### src/rtl/regfile_writeback_pkg.sv
// rtl/regfile_writeback_pkg.sv - shared sizes and types for the writeback block
package regfile_writeback_pkg;

  localparam int WB_FIFO_DEPTH = 2;
  localparam int REG_W         = 5;
  localparam int DATA_W        = 32;
  localparam int NUM_REGS      = 1 << REG_W;

  typedef logic [REG_W-1:0]  reg_idx_t;
  typedef logic [DATA_W-1:0] reg_data_t;

  // One queued ALU write: destination register and its value.
  typedef struct packed {
    reg_idx_t  rd;
    reg_data_t data;
  } wb_entry_t;

  localparam int WB_ENTRY_W = $bits(wb_entry_t);

endpackage

### src/rtl/wb_fifo.sv
// rtl/wb_fifo.sv - small in-order queue exposing every slot for hazard lookup
module wb_fifo #(
  parameter int DEPTH = 2,
  parameter int WIDTH = 37
) (
  input  logic                   clk,
  input  logic                   rst,
  input  logic                   push,
  input  logic [WIDTH-1:0]       push_data,
  input  logic                   pop,
  output logic [WIDTH-1:0]       head,
  output logic                   full,
  output logic                   empty,
  output logic [DEPTH-1:0]       entry_valid,
  output logic [DEPTH*WIDTH-1:0] entries
);

  localparam int PW = (DEPTH > 1) ? $clog2(DEPTH) : 1;

  logic [WIDTH-1:0] mem [DEPTH];
  logic [PW-1:0]    wr_ptr;
  logic [PW-1:0]    rd_ptr;
  logic [DEPTH-1:0] vld;
  logic             do_push;
  logic             do_pop;

  function automatic logic [PW-1:0] next_ptr(input logic [PW-1:0] p);
    return (p == PW'(DEPTH - 1)) ? '0 : p + 1'b1;
  endfunction

  // A per-slot valid bit makes full/empty and the hazard view trivial.
  assign full        = &vld;
  assign empty       = ~|vld;
  assign entry_valid = vld;
  assign head        = mem[rd_ptr];
  assign do_push     = push && !full;
  assign do_pop      = pop && !empty;

  for (genvar i = 0; i < DEPTH; i++) begin : g_flat
    assign entries[i*WIDTH +: WIDTH] = mem[i];
  end

  // Slot storage, pointers and valid bits; push and pop may share a cycle.
  always_ff @(posedge clk or posedge rst) begin
    if (rst) begin
      wr_ptr <= '0;
      rd_ptr <= '0;
      vld    <= '0;
      for (int i = 0; i < DEPTH; i++) begin
        mem[i] <= '0;
      end
    end else begin
      if (do_pop) begin
        vld[rd_ptr] <= 1'b0;
        rd_ptr      <= next_ptr(rd_ptr);
      end
      if (do_push) begin
        mem[wr_ptr] <= push_data;
        vld[wr_ptr] <= 1'b1;
        wr_ptr      <= next_ptr(wr_ptr);
      end
    end
  end

endmodule

### src/rtl/regfile_writeback.sv
// rtl/regfile_writeback.sv - register-file write arbiter with load scoreboard and hazard stall
module regfile_writeback
  import regfile_writeback_pkg::*;
(
  input  logic        clk,
  input  logic        rst,
  input  logic        alu_valid,
  input  logic [4:0]  alu_rd,
  input  logic [31:0] alu_data,
  output logic        alu_ready,
  input  logic        ld_issue,
  input  logic [4:0]  ld_issue_rd,
  output logic        ld_ready,
  input  logic        ld_rsp_valid,
  input  logic [31:0] ld_rsp_data,
  input  logic [4:0]  q_rs1,
  input  logic [4:0]  q_rs2,
  input  logic [4:0]  q_rd,
  output logic        stall,
  output logic        rf_we,
  output logic [4:0]  rf_rd,
  output logic [31:0] rf_wd
);

  logic [WB_FIFO_DEPTH*WB_ENTRY_W-1:0] fifo_flat;
  logic [WB_FIFO_DEPTH-1:0]            fifo_vld;
  logic [WB_ENTRY_W-1:0]               head_bits;
  wb_entry_t                           head;
  logic                                fifo_full;
  logic                                fifo_empty;
  logic                                fifo_push;
  logic                                fifo_pop;

  logic [NUM_REGS-1:0] pending;
  logic                ld_busy;
  reg_idx_t            ld_rd;

  logic alu_acc;
  logic alu_keep;
  logic ld_acc;
  logic rsp_acc;
  logic hazard;

  // Handshakes: both ready signals are forced low while reset is held.
  assign alu_ready = !rst && !fifo_full;
  assign ld_ready  = !rst && !ld_busy;
  assign alu_acc   = alu_valid && alu_ready;
  assign alu_keep  = alu_acc && (alu_rd != '0);
  assign ld_acc    = ld_issue && ld_ready;
  assign rsp_acc   = ld_rsp_valid && ld_busy;
  assign head      = head_bits;

  // The queue only holds writes that could not go straight to the port:
  // it is drained whenever the load response does not claim the port, and a
  // new ALU write bypasses it only when nothing is queued ahead of it.
  assign fifo_pop  = !rsp_acc && !fifo_empty;
  assign fifo_push = alu_keep && (rsp_acc || !fifo_empty);

  wb_fifo #(
    .DEPTH (WB_FIFO_DEPTH),
    .WIDTH (WB_ENTRY_W)
  ) u_fifo (
    .clk         (clk),
    .rst         (rst),
    .push        (fifo_push),
    .push_data   ({alu_rd, alu_data}),
    .pop         (fifo_pop),
    .head        (head_bits),
    .full        (fifo_full),
    .empty       (fifo_empty),
    .entry_valid (fifo_vld),
    .entries     (fifo_flat)
  );

  // A register is busy if a load will write it, a queued ALU write targets
  // it, or it is being written by the port this very cycle.
  function automatic logic reg_hazard(
    input reg_idx_t                            q,
    input logic [NUM_REGS-1:0]                 pend,
    input logic [WB_FIFO_DEPTH*WB_ENTRY_W-1:0] flat,
    input logic [WB_FIFO_DEPTH-1:0]            vld,
    input logic                                we,
    input reg_idx_t                            rd
  );
    wb_entry_t e;
    reg_hazard = 1'b0;
    if (q != '0) begin
      if (pend[q]) reg_hazard = 1'b1;
      if (we && (rd == q)) reg_hazard = 1'b1;
      for (int i = 0; i < WB_FIFO_DEPTH; i++) begin
        e = flat[i*WB_ENTRY_W +: WB_ENTRY_W];
        if (vld[i] && (e.rd == q)) reg_hazard = 1'b1;
      end
    end
  endfunction

  // Decode-stage hazard lookup across all three queried registers.
  always_comb begin
    hazard = 1'b0;
    if (reg_hazard(q_rs1, pending, fifo_flat, fifo_vld, rf_we, rf_rd)) hazard = 1'b1;
    if (reg_hazard(q_rs2, pending, fifo_flat, fifo_vld, rf_we, rf_rd)) hazard = 1'b1;
    if (reg_hazard(q_rd,  pending, fifo_flat, fifo_vld, rf_we, rf_rd)) hazard = 1'b1;
  end

  // A full queue stalls decode unconditionally, so no ALU result can be lost.
  assign stall = rst || fifo_full || hazard;

  // Load scoreboard and registered write port; load data wins the port.
  always_ff @(posedge clk or posedge rst) begin
    if (rst) begin
      pending <= '0;
      ld_busy <= 1'b0;
      ld_rd   <= '0;
      rf_we   <= 1'b0;
      rf_rd   <= '0;
      rf_wd   <= '0;
    end else begin
      rf_we <= 1'b0;
      if (ld_acc) begin
        ld_busy <= 1'b1;
        ld_rd   <= ld_issue_rd;
        if (ld_issue_rd != '0) pending[ld_issue_rd] <= 1'b1;
      end
      if (rsp_acc) begin
        ld_busy        <= 1'b0;
        pending[ld_rd] <= 1'b0;
        // A load to x0 completes the handshake but never reaches the port.
        if (ld_rd != '0) begin
          rf_we <= 1'b1;
          rf_rd <= ld_rd;
          rf_wd <= ld_rsp_data;
        end
      end else if (!fifo_empty) begin
        rf_we <= 1'b1;
        rf_rd <= head.rd;
        rf_wd <= head.data;
      end else if (alu_keep) begin
        rf_we <= 1'b1;
        rf_rd <= alu_rd;
        rf_wd <= alu_data;
      end
    end
  end

endmodule

### config.mk
export PLATFORM = sky130hd
export DESIGN_NAME = regfile_writeback
export DESIGN_NICKNAME = d
export VERILOG_FILES = /design/src/rtl/regfile_writeback_pkg.sv /design/src/rtl/wb_fifo.sv /design/src/rtl/regfile_writeback.sv
export SDC_FILE = /design/constraint.sdc
export NUM_CORES = 1
export LEC_CHECK = 0
export BUFFER_PORTS_ARGS = -buffer_cell sky130_fd_sc_hd__buf_2
export CORE_UTILIZATION = 52
export CTS_CLUSTER_SIZE = 40
export DETAILED_ROUTE_END_ITERATION = 8
export GPL_TIMING_DRIVEN = 0
export PLACE_DENSITY = 0.77
export RECOVER_POWER = 50
export SLEW_MARGIN = 30
export SYNTH_ARGS = -nofsm -noshare
export SYNTH_HDL_FRONTEND = slang
export SYNTH_SLANG_ARGS = --single-unit
### constraint.sdc
create_clock -name clk -period 5.13 [get_ports clk]
set_clock_uncertainty 0.15 [all_clocks]
set_input_delay 1.2825 -clock clk [delete_from_list [all_inputs] [get_ports clk]]
set_output_delay 1.2825 -clock clk [all_outputs]
set_load 0.02 [all_outputs]
Yosys cells after proc, flatten, opt, wreduce, memory -nomap -nowiden

Cells that the tools add are included.

Register bits after elaboration: 154
Output and inout bits: 41

$add $sub $neg: 2
$lt $le $gt $ge: 14
Equality and inequality tests: 10
Muxes and demuxes: 59
Bitwise gates (word level): 8
Reduce and logical (&&, ||, !) cells: 42

Operator list:

| cell                                                               | count |
|---|---|
| 2-to-1 mux 32 bit                                                  | 7 |
| 2-to-1 mux 37 bit                                                  | 4 |
| bitwise mux 74 bit                                                 | 1 |
| equality test 5 bit                                                | 9 |
| demux 37 bit (select 1 bit)                                        | 1 |
| 2-to-1 mux 1 bit                                                   | 33 |
| bitwise AND 32 bit                                                 | 1 |
| inverter 32 bit                                                    | 1 |
| OR 32 bit                                                          | 1 |
| less-than comparator 5 x 6 -> 1 bit (second input constant)        | 5 |
| nonzero test 5 bit                                                 | 6 |
| logical AND 1 bit                                                  | 24 |
| 2-to-1 mux 5 bit                                                   | 4 |
| binary-select mux 1 bit (select 5 bit)                             | 3 |
| demux 1 bit (select 5 bit)                                         | 2 |
| greater-or-equal comparator 5 x 1 -> 1 bit (second input constant) | 2 |
| greater-or-equal comparator 2 bit (second input constant)          | 2 |
| logical NOT 1 bit                                                  | 4 |
| less-than comparator 1 x 2 -> 1 bit (second input constant)        | 2 |
| 2-to-1 mux 2 bit                                                   | 2 |
| inverter 1 -> 2 bit                                                | 2 |
| AND reduction 2 bit                                                | 2 |
| logical OR 1 bit                                                   | 3 |
| nonzero test 3 bit                                                 | 1 |
| 10 further kinds                                                   | 13 |

Depth between registers and ports, before layout

Gate-level depths: netlist of the first run.

Word-level depth: 11
Mapped depth: 8
Depth with buffers taken out: 6

Hierarchy

Synthesis of the first run repeated with hierarchy kept, for this count alone.

Cells, all modules: 751
Area total of the unflattened synthesis: 8,565.7 um^2

By module, submodules not included:

| module            | times used | cells an instance | area an instance (um^2) | seq. area each (um^2) |
|---|---|---|---|---|
| regfile_writeback | 1          | 536               | 5,093.6                 | 1,901.8 |
| wb_fifo           | 1          | 215               | 3,472.1                 | 1,951.9 |

Worst setup path before layout of the first run

OpenSTA, ideal clock, no wires.

Path type: input port to output port
From: in q_rs2[2]
To: out stall
Data arrival time: 2,813 ps
Data required time: 3,698 ps
Path slack: 885 ps
Cell stages on the path: 7
Buffers on the path: 1
Cells stage by stage: clkbuf_1 > mux4_2 > mux2_2 > a21oi_1 > a31oi_1 > o22ai_1 > nand4_1

Word-level cells in the longest chain between the ends: 10
Elaborated cells on any way between the ends: 17
Those cells by class: eq/ne: 3; mux: 9; reduce/logical: 5

Ends and longest elaborated chain:

| element                                | line                     | source |
|---|---|---|
| start: declaration                     | regfile_writeback.sv:17  | `input logic [4:0] q_rs2,` |
| binary-select mux 1 bit (select 5 bit) | regfile_writeback.sv:88  | `if (pend[q]) reg_hazard = 1'b1;` |
| 2-to-1 mux 1 bit (not written as such) | regfile_writeback.sv:88  |  |
| 2-to-1 mux 1 bit                       | regfile_writeback.sv:88  |  |
| 2-to-1 mux 1 bit                       | regfile_writeback.sv:89  | `if (we && (rd == q)) reg_hazard = 1'b1;` |
| 2-to-1 mux 1 bit (2 in a row)          | regfile_writeback.sv:92  | `if (vld[i] && (e.rd == q)) reg_hazard = 1'b1;` |
| 2-to-1 mux 1 bit *                     | regfile_writeback.sv:87  | `if (q != '0) begin` |
| 2-to-1 mux 1 bit *                     | regfile_writeback.sv:101 | `if (reg_hazard(q_rs2, pending, fifo_flat, fifo_vld, rf_we, rf_rd)) hazard = 1'b1;` |
| 2-to-1 mux 1 bit *                     | regfile_writeback.sv:102 | `if (reg_hazard(q_rd, pending, fifo_flat, fifo_vld, rf_we, rf_rd)) hazard = 1'b1;` |
| logical OR 1 bit *                     | regfile_writeback.sv:106 | `assign stall = rst \|\| fifo_full \|\| hazard;` |
| end: declaration                       | regfile_writeback.sv:19  | `output logic stall,` |

Every way passes the cells marked *; elsewhere a longest branch is shown, timed or not. The select of a mux whose other input is x is not followed.

Worst setup path in the final report of the first run

Same ends and word-level chain as after synthesis.

==> results_dict.tcl, run 1 <==
set metrics [dict create \
    power_leakage_uw 0.00432 \
    final_common_cell "dfrtp_1" \
    min_period_ns 4.70 \
    grt_first_pass_wirelength_um 36800 \
    path_class "in2out" \
    n_antenna_cell 0 \
    dr.pass1.iters 5 \
    grt_max_degree 27 \
    async_reset_ff_share_pct 100 \
    reg2reg_depth 7 \
    grt_setup_unrepaired "no" \
    hold_viol_final 0 \
    fin_nets 1005 \
    cp_top_family "buffers and inverters" \
    synth_top_area_share_pct 46.6 \
    drive_gt1_share_pct 27.8 \
    synth_edf_count 0 \
    ys_warn_count 0 \
    dp_hpwl_um 16000 \
    drt_iter0_drc 503 \
    status "finished clean" \
    die_w_um 128 \
    ys.flop_type "dfrtp_1" \
    timing.rr.end "rf_wd[21]" \
    hold_path_end "u_fifo.entries[25]" \
    cts.path.max_buffers 2 \
    hold_depth 1 \
    gr-usage-met2_pct 47.0 \
    worstHoldPathType "reg2reg" \
    ioPinCount 135 \
    routed_wl_um 22600 \
    insertion_delay_ns 0.43 \
    setup_tns_ns 0 \
    synth.area.top_cells "dfrtp_1 47%, mux2_2 8.3%, a21oi_1 8.3%" \
    port_buffers 127 \
    critPathBufInv 3 \
    htree_levels 4 \
    cts-hold-fix-buffers 0 \
    vias 6883 \
    dieArea_sq_um 16400 \
    timing.final.max_slew_violations 0 \
    ir_worst_vdd_uv 331 \
    coreArea_sq_um 15400 \
    cpPeakStageDelay_ns 0.51 \
    cp_cell_sequence "buf_2, clkbuf_1, mux4_2, mux2_2, a21oi_1, a31oi_1, o22ai_1, nand4_1, buf_2" \
    path_max_fanout 10 \
    required_ns 3.70 \
    r2r-start "ld_busy" \
    finalSetupViolations 0 \
    postSynthAreaPerCell_sq_um 10.9 \
    post-route-period-util_pct 91.6 \
    post_cts_resized 0 \
    die_height_um 128 \
    clock_sinks 154 \
    busiest_layer "met2" \
    finish.instance_area_sq_um 9830 \
    avgViaCountPerCell 6.06 \
    ys_types 46 \
    synth_area_sq_um 8270 \
    place_congestion 0.899 \
    grt_use_met1_pct 40.4 \
    initial_core_util_pct 53.8 \
    grt_usage_pct 29.5 \
    start_kind "input port" \
    antenna_found_initial 0 \
    cp_slowest_cell "clkbuf_1" \
    grt_pass1_vias 6853 \
    avgRoutedWirePerCell_um 19.9 \
    drtAntennaViolNets 0 \
    fmax_ghz 0.213 \
    most-common-layout-cells "154 x dfrtp_1, 137 x a21oi_1, 129 x buf_2" \
    relSlewSlack_pct 4.14 \
    clkSlewWorstSetupHoldPaths_ns 0.06 \
    tritoncts "built" \
    grt_use_met3_pct 5.59 \
    power_density_nw_per_um2 580 \
    cap_viol_max_count 0 \
    crit_top_cell "buf_2" \
    synth_area_leader_cell "dfrtp_1" \
    grt_overflow 0 \
    remaining_drc_errors 0 \
    hp-start "u_fifo.entries[25]" \
    worstSetupEndpointType "output pin" \
    placed_area_sq_um 9320 \
    synth_fp_nets 853 \
    ys_seq_area_share_pct 46.6 \
    crit_arrival_ns 3.27 \
    syn_inst 759 \
    worst_pin_slew_ns 1.44 \
    cts_setup_buffers 0 \
    ys_ff_latch 154 \
    cts_root_buffer "clkbuf_16" \
    fill_cells 1219 \
    numCtsBuffers 17 \
    syn2layout_area_growth_pct 18.8 \
    rows 45 \
    rrSetupSlack_ns 2.04 \
]
cell usage after synthesis, types with 2 or more instances:
| cell | instances |
|---|---|
| dfrtp_1 | 154 |
| a21oi_1 | 137 |
| nor2_1 | 82 |
| mux2_2 | 61 |
| mux2i_1 | 43 |
| a211oi_1 | 36 |
| xor2_1 | 36 |
| clkbuf_1 | 31 |
| mux4_2 | 23 |
| mux2_1 | 22 |
| nand2_1 | 17 |
| buf_2 | 14 |
| nand3_1 | 12 |
| xnor2_1 | 11 |
| nor3b_1 | 10 |
| nor4_1 | 9 |
| buf_1 | 8 |
| o21ai_0 | 6 |
| a31oi_1 | 4 |
| and3_1 | 4 |
| nor3_1 | 4 |
| and3b_1 | 3 |
| inv_1 | 3 |
| or4_1 | 3 |
| and2_1 | 2 |
| buf_8 | 2 |
| nand3b_1 | 2 |
| o22ai_1 | 2 |
layout make-up:
type	count	area, sq um	share of cell area, %
tap	211	264	2.69
clock buffer	20	467	4.75
clock inverter	12	183	1.86
sequential	154	3850	39.2
buffer	57	265	2.70
inverter	4	16.3	0.165
timing repair buffer	133	643	6.54
multi-input combinational	544	4140	42.1
registers in the layout, summed over array words and instances, names as in the netlist:
name,count
ld_busy,1
ld_rd,5
pending,32
rf_rd,5
rf_wd,32
rf_we,1
u_fifo.entries,74
u_fifo.entry_valid,2
u_fifo.rd_ptr,1
u_fifo.wr_ptr,1
kinds of logic after synthesis:
kind of cell           share of synthesized area, %
AO/OA/AOI/OAI                                  13.5
flip-flops                                     46.6
AND/OR/NAND/NOR                                8.76
multiplexers                                   22.8
buffers and inverters                          3.39
XOR/XNOR                                       4.98
report_power, final:
part           leakage (uW)  switching, uW  internal [uW]
Combinational       0.00213           1220            954
Clock              0.000322            516            859
Sequential          0.00187            423           1730
Total               0.00432           2160           3540
how the worst max path moves through the flow:
stage / start / to / slack (ns) / depth (start not counted)
floorplan: q_rs2[2] / stall / 0.88 / 7
global placement: q_rs2[2] / stall / 0.45 / 9
detailed placement: q_rs2[2] / stall / 0.46 / 9
CTS: q_rs2[2] / stall / 0.46 / 9
global route: q_rs2[2] / stall / 0.31 / 9
finish: q_rs2[2] / stall / 0.43 / 9
stage by stage:
stage	util (%)	cells	worst slack [ns]	total power (uW)	hold WS, ns
finish	63.9	1135	0.430	5700	0.335
CTS	64.9	1135	0.456	5720	0.338
floorplan	-	759	0.885	3650	0.307
global route	63.9	1135	0.308	6030	0.357
detailed placement	60.6	1103	0.465	4330	0.325
global placement	59.7	1097	0.450	4230	0.318
metal layers:
metal | part of all wire, % | up-vias | routed length [um]
li1 | - | 3072 | -
met1 | 42 | 3448 | 9510
met2 | 48 | 319 | 10900
met3 | 7.4 | 44 | 1670
met4 | 2.3 | 0 | 518
met5 | 0 | - | 0
Note: power is estimated with default switching activity, not from simulation.
==> run 2: changes to the inputs <==
==> config.mk (replaced) <==
export PLATFORM = sky130hd
export DESIGN_NAME = regfile_writeback
export DESIGN_NICKNAME = d
export VERILOG_FILES = /design/src/rtl/regfile_writeback_pkg.sv /design/src/rtl/wb_fifo.sv /design/src/rtl/regfile_writeback.sv
export SDC_FILE = /design/constraint.sdc
export NUM_CORES = 1
export LEC_CHECK = 0
export CORE_UTILIZATION = 58
export CTS_CLUSTER_SIZE = 24
export DETAILED_ROUTE_END_ITERATION = 8
export DONT_BUFFER_PORTS = 1
export GPL_TIMING_DRIVEN = 0
export PLACE_DENSITY = 0.76
export RECOVER_POWER = 50
export SYNTH_ARGS = -nofsm -noshare
export SYNTH_HDL_FRONTEND = slang
export SYNTH_SLANG_ARGS = --single-unit
==> run 2 against run 1 <==
Compared with the run above: sequential share of layout area up 3.2 points; design area down 7.5%; maximum frequency up 1.9%; setup slack better by 0.089 ns; global-route usage up 1.9 points; largest cell class unchanged; critical path type unchanged; hold slack better by 0.0095 ns; core utilization up 1.5 points; wire length down 2.1%; die area down 10%; via count down 7.3%.
==> results_dict.tcl, run 2 (synthesized netlist as in run 1, its figures left out) <==
set metrics [dict create \
    drive_gt1_share_pct 18.0 \
    relSlewSlack_pct 1.85 \
    grt_use_met1_pct 41.6 \
    grt_max_degree 40 \
    cts.path.max_buffers 2 \
    avgViaCountPerCell 6.54 \
    internal_power_uw 3270 \
    grt_overflow 0 \
    avgRoutedWirePerCell_um 22.7 \
    insertion_delay_ns 0.44 \
    post-route-period-util_pct 89.9 \
    cp_top_family "multiplexers" \
    busiest_layer "met2" \
    finish.instance_area_sq_um 9090 \
    ioPinCount 135 \
    grt_pass1_vias 6597 \
    dp_hpwl_um 15800 \
    clkSlewWorstSetupHoldPaths_ns 0.06 \
    post_cts_resized 0 \
    remaining_drc_errors 0 \
    path_class "in2out" \
    cap_viol_max_count 0 \
    placed_area_sq_um 8580 \
    fmax_ghz 0.217 \
    grt_use_met3_pct 8.65 \
    min_period_ns 4.61 \
    cp_cell_sequence "clkbuf_1, mux4_2, mux2_2, a21oi_1, a31oi_1, o22ai_1, nand4_1" \
    final_common_cell "dfrtp_1" \
    grt_first_pass_wirelength_um 34700 \
    path_max_fanout 10 \
    crit_arrival_ns 3.18 \
    place_congestion 0.861 \
    drt_iter0_drc 525 \
    cpPeakStageDelay_ns 0.47 \
    worstHoldPathType "reg2reg" \
    switchingPower_uw 2080 \
    grt_usage_pct 31.4 \
    power_frac_clock_pct 22.4 \
    critPathBufInv 1 \
    antenna_found_initial 0 \
    start_kind "input port" \
    dr.pass1.iters 6 \
    p_total_uw 5350 \
    finalSetupViolations 0 \
    power_density_nw_per_um2 589 \
    die_w_um 121 \
    syn2layout_area_growth_pct 9.89 \
    htree_levels 4 \
    gr-usage-met2_pct 48.1 \
    coreArea_sq_um 13900 \
    drtAntennaViolNets 0 \
    fill_cells 1069 \
    dieArea_sq_um 14700 \
    most-common-layout-cells "154 x dfrtp_1, 137 x a21oi_1, 82 x nor2_1" \
    place_inst 943 \
    port_buffers 0 \
    p_seq_share_pct 44.1 \
    place_ws_ns 0.551 \
    required_ns 3.70 \
    rows 43 \
    cp_slowest_cell "clkbuf_1" \
    ir_worst_vdd_uv 328 \
    power_leakage_uw 0.00383 \
    initial_core_util_pct 59.6 \
    fin_ws_ns 0.519 \
    tritoncts "built" \
    cts_root_buffer "clkbuf_16" \
    hold_viol_final 0 \
    stdcell_count 975 \
    setup_tns_ns 0 \
    cts_setup_buffers 0 \
    fin_nets 876 \
    routed_wl_um 22100 \
    grt_setup_unrepaired "no" \
    n_antenna_cell 0 \
    numCtsBuffers 17 \
    die_height_um 121 \
    worstSetupEndpointType "output pin" \
    largest_reg_flops 74 \
    clock_sinks 154 \
    vias 6378 \
    comb_power_share_pct 33.5 \
    cts-hold-fix-buffers 0 \
    worst_pin_slew_ns 1.47 \
    swShare_pct 38.9 \
    status "finished clean" \
    timing.final.max_slew_violations 0 \
]
## run 2: worst paths after layout
kind / slack, ns / start / endpoint / cells past startpoint
hold reg to reg: 0.34 / u_fifo.entries[48] / u_fifo.entries[48] / 1
setup reg to reg: 2.03 / ld_busy / rf_wd[20] / 7
setup / recovery: 0.52 / q_rs2[2] / stall / 7
hold / removal: 0.34 / u_fifo.entries[48] / u_fifo.entries[48] / 1
max in group asynchronous: 1.37 / rst / rf_wd[8] / 3
min in group asynchronous: 0.80 / rst / ld_rd[4] / 1
## run 2: area by class of cell
type | count | area (sq um) | area share (%)
plain buffers | 57 | 265 | 2.92
well taps | 180 | 225 | 2.48
clock inverters | 9 | 60.1 | 0.661
flip-flops and latches | 154 | 3850 | 42.4
clock buffers | 23 | 508 | 5.59
repair buffers | 4 | 33.8 | 0.372
multi-input cells | 544 | 4130 | 45.4
inverters | 4 | 16.3 | 0.179
## run 2: stage by stage
step                      hold WS, ns  utilization [%]
after detailed placement        0.335             61.8
after CTS                       0.347             65.9
after floorplan                 0.307                -
final                           0.344             65.5
after global routing            0.367             65.5
after global placement          0.318             61.2
## run 2: metal layers
metal  wire length, um  share of wire (%)
met4               493                2.2
met1              9120                 41
met2             10400                 47
met3              2090                9.4
met5                 0                  0
## run 2: power groups by stage
stage	registers (uW)	logic, uW	clock network [uW]
finish	2360	1790	1200
detailed placement	2360	1780	0
floorplan	2220	1430	0
global placement	2330	1680	0
global route	2410	1980	1260
CTS	2350	1790	1210
## run 2: worst register-to-register path, stage by stage, from the launching register on
cell	delay [ns]
dfrtp_1	0.37
nand2_1	0.22
nor3_1	1.05
a32oi_1	0.32
buf_2	0.33
buf_1	0.31
nor2_1	0.17
a21oi_1	0.05
==> run 3: changes to the inputs <==
--- a/config.mk
+++ b/config.mk
@@ -5,12 +5,13 @@
 export SDC_FILE = /design/constraint.sdc
 export NUM_CORES = 1
 export LEC_CHECK = 0
+export ABC_AREA = 1
 export CORE_UTILIZATION = 58
 export CTS_CLUSTER_SIZE = 24
 export DETAILED_ROUTE_END_ITERATION = 8
 export DONT_BUFFER_PORTS = 1
 export GPL_TIMING_DRIVEN = 0
-export PLACE_DENSITY = 0.76
+export PLACE_DENSITY = 0.81
 export RECOVER_POWER = 50
 export SYNTH_ARGS = -nofsm -noshare
 export SYNTH_HDL_FRONTEND = slang
==> run 3 against run 2 <==
Compared with the run above: the flow now finishes with violations (max-capacitance violations, max-slew violations); power increased by 1.3%; via count increased by 35%; global-route usage up 5.3 points; clock power is 4% higher; area after synthesis increased by 3.6%; wire length up 22%; setup slack improved by 0.29 ns; critical endpoint unchanged.
==> results_dict.tcl, run 3 <==
set metrics [dict create \
    status "complete, but fails checks" \
    violations "max-capacitance violations, max-slew violations" \
    remaining_drc_errors 0 \
    worstSetupEndpointType "output pin" \
    gr-usage-met2_pct 56.1 \
    most-common-layout-cells "336 x nand2_1, 154 x dfrtp_1, 115 x inv_1" \
    clkSlewWorstSetupHoldPaths_ns 0.05 \
    grt_use_met1_pct 48.4 \
    rrSetupSlack_ns 2.44 \
    power_leakage_uw 0.00461 \
    setup_tns_ns 0 \
    r2r-start "ld_busy" \
    die_w_um 124 \
    worst_pin_slew_ns 1.54 \
    final_util_pct 64.9 \
    avgRoutedWirePerCell_um 19.5 \
    avgViaCountPerCell 6.23 \
    tritoncts "built" \
    antenna_found_initial 1 \
    initial_core_util_pct 59.2 \
    drt_iter0_drc 891 \
    cp-endpoint "stall" \
    final_common_cell "nand2_1" \
    power_density_nw_per_um2 576 \
    reg2reg_depth 7 \
    synth.most_common_cell "nand2_1" \
    timing.rr.end "pending[6]" \
    dieArea_sq_um 15300 \
    synth_edf_count 0 \
    dr.pass1.iters 5 \
    dp_hpwl_um 19400 \
    relSlewSlack_pct -2.44 \
    port_buffers 0 \
    post-route-period-util_pct 84.2 \
    grt_use_met3_pct 10.7 \
    routed_wl_um 26900 \
    place_congestion 1.03 \
    grt_first_pass_wirelength_um 41700 \
    path_max_fanout 8 \
    ioPinCount 135 \
    ys_top_cells_by_count "336 x nand2_1, 154 x dfrtp_1, 116 x inv_1" \
    htree_levels 4 \
    grt_setup_unrepaired "no" \
    synth_area_sq_um 8570 \
    worstHoldPathType "reg2reg" \
    required_ns 3.70 \
    largest_reg_flops 74 \
    cts_setup_buffers 0 \
    drtAntennaViolNets 0 \
    cts_root_buffer "clkbuf_16" \
    syn_inst 1158 \
    die_height_um 124 \
    ys_ff_latch 154 \
    coreArea_sq_um 14500 \
    busiest_layer "met2" \
    start_kind "input port" \
    path_class "in2out" \
    ys.flop_type "dfrtp_1" \
    vias 8585 \
    grt_pass1_vias 7944 \
    rows 44 \
    insertion_delay_ns 0.43 \
    timing.final.max_slew_violations 88 \
    cts-hold-fix-buffers 0 \
    synth_fp_nets 1252 \
    syn2layout_area_growth_pct 9.68 \
    crit_arrival_ns 2.88 \
    clock_sinks 154 \
    fin_nets 1276 \
    postSynthAreaPerCell_sq_um 7.40 \
    cap_viol_max_count 3 \
    min_period_ns 4.32 \
    grt_usage_pct 36.7 \
    numCtsBuffers 17 \
    crit_start "q_rd[1]" \
    grt_overflow 0 \
    hold_viol_final 0 \
    grt_max_degree 30 \
    async_reset_ff_share_pct 100 \
    ir_worst_vdd_uv 352 \
    synth_area_leader_cell "dfrtp_1" \
    ys_seq_area_share_pct 45.0 \
    ys_warn_count 0 \
    fmax_ghz 0.232 \
    post_cts_resized 0 \
    cts.path.max_buffers 2 \
    hold_depth 2 \
    ys_types 38 \
    synth_top_area_share_pct 45.0 \
    n_antenna_cell 0 \
    drive_gt1_share_pct 7.11 \
    synth.area.top_cells "dfrtp_1 45%, nand2_1 15%, a21oi_1 5.5%" \
    finalSetupViolations 0 \
]
==> run 3: logic make-up after synthesis <==
group | share of synthesized area (%)
AOI/OAI and AO/OA | 18.6
xor gates and xnor gates | 0.715
buffers and inverters | 8.91
DFF | 45.0
muxes | 1.87
and+or+nand+nor | 25.0
==> run 3: worst max-delay path, stage by stage <==
cell	delay [ns]
clkbuf_1	0.29
inv_1	0.28
nand2_1	0.12
nand2_1	0.05
nor3_1	0.17
nand3_1	0.15
nand2_1	0.10
nor2_1	0.05
nand3_1	0.08
nand2_1	0.07
nand2_1	0.06
inv_1	0.03
nand2_1	0.16
==> run 3: through the flow <==
stage | instances | power (uW) | instance area (sq um) | setup WS, ns | hold slack, ns
after floorplan | 1158 | 3560 | 8570 | 1.32 | 0.295
after global placement | 1342 | 4020 | 8800 | 0.817 | 0.312
after detailed placement | 1347 | 4110 | 8900 | 0.874 | 0.319
after CTS | 1379 | 5370 | 9490 | 0.867 | 0.338
after global routing | 1379 | 5750 | 9400 | 0.603 | 0.348
final | 1379 | 5420 | 9400 | 0.813 | 0.333
==> run 3: layer usage <==
layer	share of wire, %	up-vias	routed length (um)
li1	-	3872	-
met1	39	4046	10500
met2	46	571	12300
met3	12	96	3200
met4	3.7	0	993
met5	0	-	0
==> run 3: worst min path at each step <==
stage | startpoint | endpoint
floorplan | u_fifo.entries[31] | u_fifo.entries[31]
global placement | u_fifo.entries[31] | u_fifo.entries[31]
detailed placement | u_fifo.entries[11] | u_fifo.entries[11]
CTS | u_fifo.entries[46] | u_fifo.entries[46]
global route | u_fifo.entries[63] | u_fifo.entries[63]
finish | u_fifo.entries[67] | u_fifo.entries[67]
==> run 3: cell type report <==
cell class                 instances  area, sq um
tap                              184          230
clock buffer                      19          443
multi-input combinational        822         3950
inverter                         120          452
timing repair buffer               5         18.8
clock inverter                    13          144
buffer                            62          312
fill                            1237         5080
sequential                       154         3850
==> run 3: power breakdown <==
group	leakage, uW	total [uW]	switching, uW	internal [uW]
Sequential	0.00191	2310	587	1720
Combinational	0.00242	1860	1200	659
Clock	0.000276	1250	521	732
